## src/rtl/ahb_master_module_pkg.sv

```systemverilog
// Shared AHB encodings, master FSM state encoding and the default data-phase
// timeout used by the single-transfer AHB master.
package ahb_master_module_pkg;

  localparam logic [1:0] HTRANS_IDLE   = 2'b00;
  localparam logic [1:0] HTRANS_BUSY   = 2'b01;
  localparam logic [1:0] HTRANS_NONSEQ = 2'b10;
  localparam logic [1:0] HTRANS_SEQ    = 2'b11;

  localparam logic HRESP_OKAY  = 1'b0;
  localparam logic HRESP_ERROR = 1'b1;

  localparam int TIMEOUT_DEF = 16;

  typedef enum logic [2:0] {
    ST_IDLE = 3'd0,
    ST_REQ  = 3'd1,
    ST_ADDR = 3'd2,
    ST_DATA = 3'd3,
    ST_RESP = 3'd4
  } state_e;

endpackage

```

## src/rtl/ahb_master_module_wait_timer.sv

```systemverilog
// Data-phase wait counter: counts hready-low cycles and flags when TIMEOUT is reached.
module ahb_wait_timer #(
  parameter int TIMEOUT = 16
) (
  input  logic clk_i,
  input  logic rst_ni,
  input  logic clr_i,
  input  logic en_i,
  output logic tc_o
);

  localparam int CW = $clog2(TIMEOUT + 1);
  localparam logic [CW-1:0] TC_VAL = CW'(TIMEOUT);

  logic [CW-1:0] cnt_q, cnt_d;

  // Saturates at TIMEOUT so an unexpected extra enable cannot wrap to zero.
  always_comb begin
    cnt_d = cnt_q;
    if (clr_i) begin
      cnt_d = '0;
    end else if (en_i && (cnt_q != TC_VAL)) begin
      cnt_d = cnt_q + 1'b1;
    end
  end

  always_ff @(posedge clk_i or negedge rst_ni) begin
    if (!rst_ni) begin
      cnt_q <= '0;
    end else begin
      cnt_q <= cnt_d;
    end
  end

  assign tc_o = (cnt_q == TC_VAL);

endmodule

```

## src/rtl/ahb_master_module.sv

```systemverilog
// Single-transfer AHB master: accepts one local command, arbitrates for the bus,
// runs one NONSEQ transfer with a data-phase timeout and returns a one-cycle response.
module ahb_master_module
  import ahb_master_module_pkg::*;
#(
  parameter int TIMEOUT = TIMEOUT_DEF
) (
  input  logic        hclk,
  input  logic        hresetn,
  input  logic        cmd_valid,
  output logic        cmd_ready,
  input  logic        cmd_write,
  input  logic [31:0] cmd_addr,
  input  logic [31:0] cmd_wdata,
  output logic        rsp_valid,
  output logic [31:0] rsp_rdata,
  output logic        rsp_error,
  output logic        rsp_timeout,
  output logic        hbusreq,
  input  logic        hgrant,
  output logic [31:0] haddr,
  output logic        hwrite,
  output logic [1:0]  htrans,
  output logic [31:0] hwdata,
  input  logic        hready,
  input  logic        hresp,
  input  logic [31:0] hrdata
);

  state_e      state_q, state_d;
  logic        cmd_ready_q;
  logic        wr_q;
  logic [31:0] addr_q, wdata_q;
  logic [31:0] haddr_q, hwdata_q;
  logic        hwrite_q;
  logic [31:0] rdata_q;
  logic        err_q, to_q;
  logic        accept, enter_addr, enter_data, data_done, tc;

  assign accept     = cmd_valid && cmd_ready_q;
  assign enter_addr = (state_q == ST_REQ) && hgrant && hready;
  assign enter_data = (state_q == ST_ADDR) && hready;
  // hready wins over the terminal count, so a late slave still completes normally.
  assign data_done  = (state_q == ST_DATA) && (hready || tc);

  ahb_wait_timer #(.TIMEOUT(TIMEOUT)) u_timer (
    .clk_i  (hclk),
    .rst_ni (hresetn),
    .clr_i  (enter_data),
    .en_i   ((state_q == ST_DATA) && !hready),
    .tc_o   (tc)
  );

  always_comb begin
    state_d   = state_q;
    htrans    = HTRANS_IDLE;
    hbusreq   = 1'b0;
    rsp_valid = 1'b0;
    case (state_q)
      ST_IDLE: if (accept) state_d = ST_REQ;
      ST_REQ: begin
        hbusreq = 1'b1;
        if (hgrant && hready) state_d = ST_ADDR;
      end
      ST_ADDR: begin
        hbusreq = 1'b1;
        htrans  = HTRANS_NONSEQ;
        if (hready) state_d = ST_DATA;
      end
      ST_DATA: if (hready || tc) state_d = ST_RESP;
      ST_RESP: begin
        rsp_valid = 1'b1;
        state_d   = ST_IDLE;
      end
      default: state_d = ST_IDLE;
    endcase
  end

  always_ff @(posedge hclk or negedge hresetn) begin
    if (!hresetn) begin
      state_q     <= ST_IDLE;
      cmd_ready_q <= 1'b0;
      wr_q        <= 1'b0;
      addr_q      <= '0;
      wdata_q     <= '0;
      haddr_q     <= '0;
      hwrite_q    <= 1'b0;
      hwdata_q    <= '0;
      rdata_q     <= '0;
      err_q       <= 1'b0;
      to_q        <= 1'b0;
    end else begin
      state_q     <= state_d;
      cmd_ready_q <= (state_d == ST_IDLE);
      if (accept) begin
        wr_q    <= cmd_write;
        addr_q  <= cmd_addr;
        wdata_q <= cmd_wdata;
      end
      // Bus-facing address/data only change when their phase starts.
      if (enter_addr) begin
        haddr_q  <= addr_q;
        hwrite_q <= wr_q;
      end
      if (enter_data && wr_q) begin
        hwdata_q <= wdata_q;
      end
      if (data_done) begin
        rdata_q <= (hready && !wr_q) ? hrdata : '0;
        err_q   <= hready ? (hresp == HRESP_ERROR) : 1'b1;
        to_q    <= !hready;
      end
    end
  end

  assign cmd_ready   = cmd_ready_q;
  assign haddr       = haddr_q;
  assign hwrite      = hwrite_q;
  assign hwdata      = hwdata_q;
  assign rsp_rdata   = rsp_valid ? rdata_q : '0;
  assign rsp_error   = rsp_valid && err_q;
  assign rsp_timeout = rsp_valid && to_q;

endmodule

```

## config.mk

```make
export PLATFORM = sky130hd
export DESIGN_NAME = ahb_master_module
export DESIGN_NICKNAME = d
export VERILOG_FILES = /design/src/rtl/ahb_master_module_pkg.sv /design/src/rtl/ahb_master_module_wait_timer.sv /design/src/rtl/ahb_master_module.sv
export SDC_FILE = /design/constraint.sdc
export NUM_CORES = 1
export LEC_CHECK = 0
export ABC_AREA = 1
export BUFFER_PORTS_ARGS = -buffer_cell sky130_fd_sc_hd__buf_2
export CAP_MARGIN = 20
export CORE_UTILIZATION = 30
export DETAILED_ROUTE_END_ITERATION = 8
export GPL_TIMING_DRIVEN = 0
export PLACE_DENSITY = 0.6
export SYNTH_ARGS = -nofsm -noshare
export SYNTH_HDL_FRONTEND = slang
export SYNTH_SLANG_ARGS = --single-unit
```

## constraint.sdc

```tcl
create_clock -name hclk -period 3.6 [get_ports hclk]
set_input_delay 0.72 -clock hclk [delete_from_list [all_inputs] [get_ports hclk]]
set_output_delay 0.72 -clock hclk [all_outputs]
set_load 0.01 [all_outputs]
```

==> metrics <==
Async SR Flop Fraction=100.0%; worst setup margin=1.073 ns; gpl congestion=0.7216; share of cells above drive strength 1=31.44%; total CTS buffers=17; Crit Path Class=flop to output pin; final instance area=8920 sq um; Sequential Power Share=45.6%; met3 WL post-DR=1.077 mm; dominant synthesized flop cell=dfrtp_1; drt drc=0; Final min period=2.527 ns; R2R Path Start=cmd_ready; Warnings, synthesis=0; routed via count=5447; final non-filler cell total=1256; Mapped Nets=839; Worst Path Required=2.88 ns; num rows=55; Max Slew Vio Count=0; sw frac=33.98%; max cap viols=0; die area=23770 sq um; area delta synth->final=28.38%; WL/cell=13.51 um; setup violators final=0; Top Family by Delay on Critical Path=simple AND/OR/NAND/NOR gates; effective utilization at floorplan=30.60%; clock network power share=24.5%; Highest Signal Layer=met4; Internal=0.004723 W; antenna violations before repair=1; IO buf count=205; post-CTS setup buffers=0; end-of-flow core utilization=39.28%; Register Area=4329 sq um; run status=finished, final reports clean; Via density=4.337; syn avg cell area=9.466 sq um; WP data arrival=1.81 ns; RR Endpoint=wdata_q[11]; Comb power frac=29.9%; first-pass GRT wire length=27.82 mm; Seq/Total Area, Yosys=62.31%; Mapped Area=6948 sq um; Final #Nets=1064; largest net degree at the start of global routing=90; WP buf/inv=2; Synth cell types=24; GRT Overall Usage=14.86%; CP startpoint kind=flop; Worst R2R Path Depth=4; H-tree depth=4; final period utilization=70.20%; HPWL after DPL=11.86 mm; CTS tree=built; placed cells=1225; Setup crit end kind=output pin; Fmax=395.7 MHz; Critical Path, Cell by Cell=nor2_1 -> nand2_1 -> buf_2 -> nor2_1 -> buf_2; Max VDD drop=0.3176 mV; leakage power=4.690 nW; Root Driver=clkbuf_16; Placed Area=8368 sq um; final setup skew=0.009538 ns; slowest cell delay on critical path=0.46 ns; fill count=2331; TritonRoute pass-1 iters=4; area of the multi-input gates=2122 sq um; Clk Latency, worst-skew pair=0.42 ns; total wire length=16.97 mm; CTS resizes=0; Worst Hold Class=input pin to asynchronous set/reset pin; Slew headroom=54.56%; Die Wd=154.2 um; DRT iter0 DRCs=260; vias in the first global route=5439; NetSw=0.002431 W; Gate Count Post-Synth=734; CP Max Fanout=10; io pins=207; Final Hold Fails=0; Hold-fix buffers, CTS=0; Pwr Total=0.007154 W; synthesized flop and latch total=173; RSZ-0062 raised after global routing=no; Post-synth EDFFs=0; clock slew at reported path FFs=0.06 ns; Num Clock Sinks=173; core area=22710 sq um; ANT nets after route=0; die extent in y=154.2 um; slowest CP cell=dfrtp_1; Pwr Density=802.0 nW/um^2; GRT overflow=0; WL met2=8.058 mm; Placement Setup Slack=1.310 ns; R2R Setup Slk=1.83 ns; DRT met1 WL=7.708 mm; Slew @ Worst Pin=0.6816 ns; CTS Buffer Depth=2
[synth_stat cells (3+ instances only)]
cell type    n  share of area (%)
nor2_2       3               0.27
nor2_1      75                4.1
mux2_2      31                5.0
nand2_1    205                 11
clkbuf_1     7               0.38
buf_2       25                1.8
buf_6        3               0.49
inv_2        3               0.16
o21ai_0     22                1.6
a21oi_1     36                2.6
inv_1       78                4.2
nand4_1      3               0.27
nand3_1     12               0.86
dfrtp_1    173                 62
o21ai_1     45                3.2
[power groups by stage]
| stage | Clock [W] | Sequential (W) | Combinational, W |
|---|---|---|---|
| floorplan | 0 | 0.00338 | 0.00122 |
| global placement | 0 | 0.00327 | 0.00213 |
| detailed placement | 0 | 0.00329 | 0.00219 |
| CTS | 0.00183 | 0.00327 | 0.00219 |
| global route | 0.00188 | 0.00338 | 0.00246 |
| finish | 0.00175 | 0.00326 | 0.00214 |
[worst max path at each step]
stage          cells past startpoint       endpoint  slack [ns]       start
3_3_place_gp                       1       haddr[9]       -1.11     hresetn
3_5_place_dp                       5     wdata_q[8]        1.31   cmd_valid
2_1_floorplan                      4  rsp_rdata[22]        1.80  state_q[0]
5_1_grt                            5  rsp_rdata[20]        0.97  state_q[0]
6_report                           5   rsp_rdata[3]        1.07  state_q[0]
4_1_cts                            5  rsp_rdata[20]        1.03  state_q[0]
[layer usage]
layer,vias to the layer above,track usage [%]
met5,-,0
met4,0,3.905
met3,10,5.071
met2,138,24.22
met1,2580,18.84
li1,2719,-
[registers in the layout, indices dropped and copies added, names as in the netlist]
name,flops
cmd_ready,1
hwdata,32
haddr,32
rdata_q,32
hwrite,1
wr_q,1
err_q,1
u_timer.cnt_q,5
addr_q,32
wdata_q,32
to_q,1
state_q,3
[cells in the final DEF, fill, tap and decap left out, types with 9 or more instances in the layout]
| master | instances |
|---|---|
| a21oi_1 | 36 |
| mux2_2 | 31 |
| nand3_1 | 12 |
| o21ai_1 | 45 |
| inv_1 | 78 |
| nand2_1 | 205 |
| clkbuf_1 | 9 |
| nor2_1 | 75 |
| dfrtp_1 | 173 |
| clkbuf_16 | 17 |
| o21ai_0 | 22 |
| buf_2 | 229 |
[stage by stage]
stage / hold WS, ns / TNS (ns)
2_1_floorplan: 0.4244 / 0
3_3_place_gp: 0.4498 / -189.39
3_5_place_dp: 0.4553 / 0
4_1_cts: 0.3055 / 0
5_1_grt: 0.3170 / 0
6_report: 0.2779 / 0
[cell type report]
| cell class | instances | share of cell area (%) |
|---|---|---|
| flip-flops and latches | 173 | 48.53 |
| multi-input cells | 444 | 23.79 |
| repair buffers | 206 | 11.92 |
| clock buffers | 21 | 5.162 |
| well taps | 285 | 3.998 |
| inverters | 81 | 3.409 |
| plain buffers | 36 | 2.160 |
| clock inverters | 9 | 0.9959 |
| diodes | 1 | 0.02805 |
[cell families after synthesis]
family	after synthesis	share of synthesized area, %
and+or+nand+nor	304	17.31
DFF	173	62.31
buffers and inverters	117	7.149
AOI/OAI and AO/OA	103	7.419
muxes	31	5.024
xor gates and xnor gates	3	0.3782
adders and majority gates	2	0.3601
other	1	0.05397
No activity file was read; power rests on OpenSTA's default activity.
